$ cat config.mk
export PLATFORM = sky130hd
export DESIGN_NAME = logic_unit_pipe
export DESIGN_NICKNAME = d
export VERILOG_FILES = /design/src/rtl/logic_unit_pkg.sv /design/src/rtl/logic_unit_fifo.sv /design/src/rtl/logic_unit_pipe.sv
export SDC_FILE = /design/constraint.sdc
export NUM_CORES = 1
export LEC_CHECK = 0
export BUFFER_PORTS_ARGS = -buffer_cell sky130_fd_sc_hd__buf_2
export CAP_MARGIN = 20
export CORE_UTILIZATION = 51
export DETAILED_ROUTE_END_ITERATION = 7
export PLACE_DENSITY = 0.77
export SKIP_CTS_REPAIR_TIMING = 1
export SYNTH_ARGS = -nofsm -noshare
export SYNTH_HDL_FRONTEND = slang
export SYNTH_SLANG_ARGS = --single-unit
$ cat constraint.sdc
create_clock -name clk -period 2.6 [get_ports clk]
set_clock_uncertainty 0.2 [all_clocks]
set_input_delay 0.78 -clock clk [delete_from_list [all_inputs] [get_ports clk]]
set_output_delay 0.78 -clock clk [all_outputs]
set_load 0.005 [all_outputs]
$ cat src/rtl/logic_unit_pkg.sv
// Shared op encodings and the bitwise result function for the logic unit pipeline.
package logic_unit_pkg;

  // Widest operand the result function handles; callers zero-extend and truncate.
  localparam int unsigned MAX_W = 64;

  localparam logic [2:0] OP_NOT  = 3'b000;
  localparam logic [2:0] OP_AND  = 3'b001;
  localparam logic [2:0] OP_OR   = 3'b010;
  localparam logic [2:0] OP_XOR  = 3'b011;
  localparam logic [2:0] OP_NAND = 3'b100;
  localparam logic [2:0] OP_NOR  = 3'b101;
  localparam logic [2:0] OP_XNOR = 3'b110;
  localparam logic [2:0] OP_BUF  = 3'b111;

  function automatic logic [MAX_W-1:0] lu_result(input logic [MAX_W-1:0] a,
                                                 input logic [MAX_W-1:0] b,
                                                 input logic [2:0]       op);
    logic [MAX_W-1:0] r;
    unique case (op)
      OP_NOT:  r = ~a;
      OP_AND:  r = a & b;
      OP_OR:   r = a | b;
      OP_XOR:  r = a ^ b;
      OP_NAND: r = ~(a & b);
      OP_NOR:  r = ~(a | b);
      OP_XNOR: r = ~(a ^ b);
      OP_BUF:  r = a;
      default: r = '0;
    endcase
    return r;
  endfunction

endpackage

$ cat src/rtl/logic_unit_fifo.sv
// Generic synchronous FIFO; head data reads as zero while empty.
module logic_unit_fifo #(
  parameter int unsigned DW    = 10,
  parameter int unsigned DEPTH = 2
) (
  input  logic          clk,
  input  logic          rst,
  input  logic          push,
  input  logic [DW-1:0] wdata,
  input  logic          pop,
  output logic [DW-1:0] rdata,
  output logic          full,
  output logic          empty
);

  localparam int unsigned AW = $clog2(DEPTH);
  localparam logic [AW:0] FULL_CNT = (AW + 1)'(DEPTH);

  logic [DW-1:0] mem_q [DEPTH];
  logic [AW-1:0] wptr_q, wptr_d;
  logic [AW-1:0] rptr_q, rptr_d;
  logic [AW:0]   cnt_q, cnt_d;
  logic          do_push, do_pop;

  assign full    = (cnt_q == FULL_CNT);
  assign empty   = (cnt_q == '0);
  assign do_push = push && !full;
  assign do_pop  = pop && !empty;
  assign rdata   = empty ? '0 : mem_q[rptr_q];

  always_comb begin
    wptr_d = wptr_q;
    rptr_d = rptr_q;
    cnt_d  = cnt_q;
    if (do_push) wptr_d = wptr_q + 1'b1;
    if (do_pop)  rptr_d = rptr_q + 1'b1;
    unique case ({do_push, do_pop})
      2'b10:   cnt_d = cnt_q + 1'b1;
      2'b01:   cnt_d = cnt_q - 1'b1;
      default: cnt_d = cnt_q;
    endcase
  end

  always_ff @(posedge clk) begin
    if (rst) begin
      wptr_q <= '0;
      rptr_q <= '0;
      cnt_q  <= '0;
    end else begin
      wptr_q <= wptr_d;
      rptr_q <= rptr_d;
      cnt_q  <= cnt_d;
    end
  end

  // Storage needs no reset: reads are masked while empty.
  always_ff @(posedge clk) begin
    if (!rst && do_push) mem_q[wptr_q] <= wdata;
  end

endmodule

$ cat src/rtl/logic_unit_pipe.sv
// Registered bitwise logic unit: op result plus zero/parity flags, queued behind valid/ready.
module logic_unit_pipe #(
  parameter int unsigned WIDTH = 8,
  parameter int unsigned DEPTH = 2,
  parameter int unsigned CNT_W = 16
) (
  input  logic             clk,
  input  logic             rst,
  input  logic             in_valid,
  output logic             in_ready,
  input  logic [WIDTH-1:0] a,
  input  logic [WIDTH-1:0] b,
  input  logic [2:0]       op,
  output logic             out_valid,
  input  logic             out_ready,
  output logic [WIDTH-1:0] y,
  output logic             zero,
  output logic             parity,
  output logic [CNT_W-1:0] done_cnt
);

  import logic_unit_pkg::*;

  localparam int unsigned DW = WIDTH + 2;

  logic [WIDTH-1:0] res;
  logic [DW-1:0]    wdata, rdata;
  logic             full, empty;
  logic             accept, take;
  logic [CNT_W-1:0] done_cnt_q, done_cnt_d;

  assign res    = WIDTH'(lu_result(MAX_W'(a), MAX_W'(b), op));
  assign wdata  = {res, ~|res, ^res};

  assign in_ready  = !full;
  assign out_valid = !empty;
  assign accept    = in_valid && in_ready;
  assign take      = out_valid && out_ready;

  logic_unit_fifo #(
    .DW    (DW),
    .DEPTH (DEPTH)
  ) u_fifo (
    .clk   (clk),
    .rst   (rst),
    .push  (accept),
    .wdata (wdata),
    .pop   (take),
    .rdata (rdata),
    .full  (full),
    .empty (empty)
  );

  assign {y, zero, parity} = rdata;
  assign done_cnt          = done_cnt_q;

  always_comb begin
    done_cnt_d = done_cnt_q;
    if (take) done_cnt_d = done_cnt_q + 1'b1;
  end

  always_ff @(posedge clk) begin
    if (rst) done_cnt_q <= '0;
    else     done_cnt_q <= done_cnt_d;
  end

endmodule
==> results of run 1 <==
[Yosys cell counts, types with 2 or more instances]
library cell	count
nor2_1	37
inv_1	28
ha_1	22
dfxtp_1	21
edfxtp_1	20
mux2i_1	20
o21ai_0	16
nand2_1	13
xnor2_1	12
nor3_1	9
a21oi_1	8
buf_2	8
mux4_2	6
nand3_1	6
xor2_1	5
o21a_1	4
clkbuf_1	3
nand2b_1	3
nor2b_1	3
or3_1	3
a22oi_1	2
buf_4	2
mux2_2	2
nand4_4	2
nor4_2	2
[cell families after synthesis]
| group | after synthesis | synth area share |
|---|---|---|
| AND/OR/NAND/NOR | 87 | 0.170 |
| AO/OA/AOI/OAI | 42 | 0.106 |
| adder cells (fa/ha/maj) | 22 | 0.0999 |
| XOR/XNOR | 17 | 0.0540 |
| buffers and inverters | 43 | 0.0649 |
| multiplexers | 29 | 0.134 |
| flip-flops | 41 | 0.371 |
[power breakdown]
part	switching [W]	internal (W)	leakage, nW
clock network	0.000203	0.000186	0.0450
registers	0.000104	0.000772	0.355
logic	0.000345	0.000356	1.11
total	0.000652	0.00131	1.51
[sequential cells by signal (all words and copies together), names as in the netlist, named ones only]
signal         flops
u_fifo.mem_q      20
done_cnt          16
u_fifo.cnt_q       2
u_fifo.rptr_q      1
u_fifo.wptr_q      1
[final timing paths]
kind / from / to / slack, ns
worst max-delay path: b[5] / u_fifo.mem_q[1][0] / 0.02
worst min-delay path: u_fifo.rptr_q / flip-flop / 0.33
worst max register to register: u_fifo.cnt_q[1] / u_fifo.cnt_q[1] / 0.47
worst min register to register: u_fifo.rptr_q / flip-flop / 0.33
[per-stage QoR]
stage | hold WS (ns) | total power [W] | setup slack (ns)
after detailed placement | 0.304 | 0.00158 | -0.297
after global routing | 0.345 | 0.00210 | -0.0136
after CTS | 0.330 | 0.00198 | -0.0302
final | 0.327 | 0.00197 | 0.0169
after floorplan | 0.272 | 0.00133 | -0.0462
after global placement | 0.286 | 0.00155 | -0.241
[area by class of cell]
class	count	area (µm²)	area share
multi-input cells	197	1680	0.478
inverters	29	119	0.0339
flip-flops and latches	41	1020	0.291
clock buffers	6	72.6	0.0207
clock inverters	2	10.0	0.00286
well taps	70	87.6	0.0250
repair buffers	84	520	0.148
[routing by layer]
metal  global-route usage  vias up  routed length (µm)
li1                     -     1134                   -
met4               0.0761        0                 113
met3               0.0397       11                 200
met1                0.206     1070                2110
met2                0.388       58                2870
met5                    0        -                   0
[worst min-delay path: stages (launching register included)]
cell and delay (ns):
dfxtp_1 0.33, xor2_1 0.08, nor2_1 0.08
==> metrics, run 1 <==
run status complete, no violations; number of antenna repair diodes 0; 1st-pass router iterations 4; worst skew pair latency 0.29 ns; type of the worst setup path primary input to flip-flop; Clock Pin Slew Worst Setup and Hold Paths 0.07 ns; Slowest Stage Delay on Critical Path 0.47 ns; top cell family by delay on the critical path adder cells; Total Die Area 5700 µm²; Num CTS Buffers 5; final critical delay including setup and external delays 2.58 ns; post-detailed-placement cell area 3370 µm²; total number of vias 2273; FMAX 387 MHz; post-route setup TNS 0 ns; required arrival time at the worst endpoint 2.44 ns; leading cell types by total area after synthesis edfxtp_1 22%, dfxtp_1 15%, ha_1 10%; placed cell count 421; Die Width 75.5 µm; wire length of the first global-routing pass 8.62 mm; CTS max path bufs 2; GR Overflow Total 0; type of origin of the critical path primary input; sequential area share after synthesis 0.371; maximum capacitance violations 0; total count of max-transition violations in the final report 0; final net count 403; final core occ 0.682; synthesis-to-finish area growth 27.2%; starting density of the core 0.536; RePlAce Congestion 0.841; maximum resistive drop on vdd 0.297 mV; final wirelength 5.29 mm; Slowest cell on crit path mux4_2; number of warning messages in the yosys log 0; number of setup violations in the final report 0; initial antenna violation count 0; largest net degree at the start of global routing 21; commonest non-fill, non-tap cell in the layout buf_2; CTS sink cnt 41; number of cell instances on the worst register-to-register path 5; Site Rows 26; num ports 51; flip-flop and latch count after synthesis 41; routed wirelength normalized by instance count 12.3 µm; actual transition at the worst max-transition pin 0.548 ns; leakage power of the design 1.51 nW; total of fill cells in the finished design 442; vias in the first global route 2076; Mean Syn Cell Area 9.80 µm²; element type at the critical path end flip-flop; number of buffers inserted by port buffering 50; highest-count cells in the layout ignoring fill and taps 49 x buf_2, 36 x nor2_1, 33 x buf_4; Cell Count, Final, Fillers Out 429; Yosys top cell by area edfxtp_1; P per Cell Area 561 nW/µm²; summed instance area of the synthesized netlist 2760 µm²; data arrival time of the worst path 2.42 ns; count of flip-flops with a built-in enable after synthesis 20; share of post-route cells with drive strength above 1 0.373; Main synth FF type dfxtp_1; Clk Tree Root Cell clkbuf_8; DRC 0; relative slew slack 0.634; instance count of the mapped netlist 281; DPL Wire Length 4.22 mm; Async SR Flop Fraction 0; net count after synthesis 326; post-route standard cell area excluding fillers 3510 µm²; share of the synthesized area in the top cell type 0.218; overall fraction of global-route tracks in use 0.198; worst hold path stage count 2; library cells used by synthesis 49; buffers and inverters on the worst path 2; vertical extent of the die 75.5 µm; cell depth of the worst setup path 9; ratio of final minimum period to clock period 0.993; detailed router's first-iteration violation count 66; placeable core area 5140 µm²; CP Max Fanout 2; clock tree from TritonCTS done; Final Hold Fails 0; H-tree levels 2; cell chain of the critical path buf_2, inv_6, ha_4, mux4_2, nand2_2, o21ai_1, ha_1, xor2_1, xnor2_1; Tightest Hold Check Type flip-flop to flip-flop; vias per inst 5.30; remaining antenna violation count after routing 0
Power figures use the tool's default switching activity.
==> run 2: changes to the inputs <==
Settings changed: RECOVER_POWER from default to 100.
==> run 2 against run 1 <==
Critical path depth stayed put. Die area is the same. Fmax is 0.10% higher. Critical endpoint unchanged. Largest power group unchanged.
==> metrics, run 2 (synthesis gave the netlist of run 1 again) <==
Clock Pin Slew Worst Setup and Hold Paths 0.07 ns (about the same); number of buffers inserted by port buffering 50 (unchanged); post-route setup TNS 0 ns (unchanged); vias per inst 5.31 (+0.22%); P per Cell Area 561 nW/µm² (+0.11%); total of fill cells in the finished design 465 (+5.2%); minimum setup slack among reg-to-reg paths 0.58 ns (+0.11 ns); DRC 0 (unchanged); flip-flop count of the largest register after layout 20 (unchanged); commonest non-fill, non-tap cell in the layout nor2_1; placeable core area 5140 µm² (unchanged); routed wirelength normalized by instance count 12.3 µm (about the same); met2 wire length 2.85 mm (-0.63%); initial antenna violation count 0 (unchanged); Final Hold Fails 0 (unchanged); final wirelength 5.30 mm (about the same); starting density of the core 0.536 (unchanged); CP Max Fanout 2 (unchanged); post-route standard cell area excluding fillers 3420 µm² (-2.4%); number of antenna repair diodes 0 (unchanged); RePlAce Congestion 0.841 (unchanged); largest net degree at the start of global routing 21 (unchanged); actual transition at the worst max-transition pin 0.886 ns (+0.339 ns); maximum capacitance violations 0 (unchanged); worst skew pair latency 0.29 ns (about the same); FMAX 388 MHz (+0.10%); relative slew slack 0.406 (-0.228); type of origin of the critical path primary input; total count of max-transition violations in the final report 0 (unchanged); overall fraction of global-route tracks in use 0.198 (unchanged); post-detailed-placement cell area 3370 µm² (unchanged); wl on met1 2.13 mm (+0.95%); Total Die Area 5700 µm² (unchanged); DPL Wire Length 4.22 mm (unchanged); number of setup violations in the final report 0 (unchanged); top routing layer in use met4; CTS max path bufs 2 (unchanged); share of post-route cells with drive strength above 1 0.279 (-0.0947); required arrival time at the worst endpoint 2.44 ns (about the same); Clk Tree Root Cell clkbuf_8; data arrival time of the worst path 2.42 ns (about the same); 1st-pass router iterations 4 (unchanged); vertical extent of the die 75.5 µm (unchanged); run status complete, no violations; vias in the first global route 2076 (unchanged); GR Overflow Total 0 (unchanged); leakage power of the design 1.40 nW (-7.7%); wire length of the first global-routing pass 8.62 mm (unchanged); CTS sink cnt 41 (unchanged); final critical delay including setup and external delays 2.58 ns (-0.00263 ns); maximum resistive drop on vdd 0.290 mV (-2.6%); Site Rows 26 (unchanged); largest reg by FF count u_fifo.mem_q; Die Width 75.5 µm (unchanged); remaining antenna violation count after routing 0 (unchanged); synthesis-to-finish area growth 24.2%; total number of vias 2278 (+0.22%); clock tree from TritonCTS done; num ports 51 (unchanged); Tightest Hold Check Type flip-flop to flip-flop; detailed router's first-iteration violation count 74 (+12%); type of the worst setup path primary input to flip-flop; WL met3 197 µm (-1.5%); element type at the critical path end flip-flop; H-tree levels 2 (unchanged); ratio of final minimum period to clock period 0.992 (-0.00101); highest-count cells in the layout ignoring fill and taps 37 x nor2_1, 30 x clkbuf_1, 28 x buf_4; Num CTS Buffers 5 (unchanged); final net count 403 (unchanged)
## run 2: cell types whose count changed in the layout (fill, tap and decap cells not counted), moves of 2 or more
cell,previous run,this run
clkbuf_4,1,3
buf_2,49,21
buf_4,33,28
clkbuf_2,0,2
clkbuf_1,1,30
## run 2: final cells by class
| type | instances | area (µm²) | area share |
|---|---|---|---|
| Multi-Input combinational cell | 197 | 1640 | 0.478 |
| Sequential cell | 41 | 1020 | 0.298 |
| Timing Repair Buffer | 84 | 477 | 0.139 |
| Inverter | 29 | 119 | 0.0347 |
| Tap cell | 70 | 87.6 | 0.0256 |
| Clock buffer | 6 | 72.6 | 0.0212 |
| Clock inverter | 2 | 10.0 | 0.00293 |
## run 2: per-stage QoR
step	std cells	setup WS [ns]	power, W	hold slack [ns]	utilization
final	429	0.0196	0.00192	0.324	0.666
after global routing	429	-0.0136	0.00205	0.345	0.666
after CTS	429	-0.0302	0.00198	0.330	0.672
after detailed placement	421	-0.297	0.00158	0.304	0.656
after global placement	421	-0.241	0.00155	0.286	0.656
after floorplan	281	-0.0462	0.00133	0.272	-
## run 2: power by group
part	internal [W]	switching (W)	total (W)
logic	0.000327	0.000347	0.000675
registers	0.000772	0.0000840	0.000856
clock network	0.000186	0.000205	0.000391
## run 2: critical path, stage by stage
cell and delay, ns:
buf_2 0.13, inv_6 0.04, ha_4 0.23, mux4_2 0.47, nand2_2 0.09, o21ai_1 0.07
ha_1 0.31, xor2_1 0.17, xnor2_1 0.14
## run 2: per-layer routing
metal,up-vias,global-route usage
li1,1141,-
met5,-,0
met3,11,0.0397
met2,56,0.388
met4,0,0.0761
met1,1070,0.206
## run 2: final timing paths
path | depth (start not counted) | startpoint | end
hold / removal | 2 | u_fifo.rptr_q | flip-flop
hold reg to reg | 2 | u_fifo.rptr_q | flip-flop
setup reg to reg | 5 | u_fifo.cnt_q[1] | u_fifo.cnt_q[1]
setup / recovery | 9 | b[5] | u_fifo.mem_q[1][0]
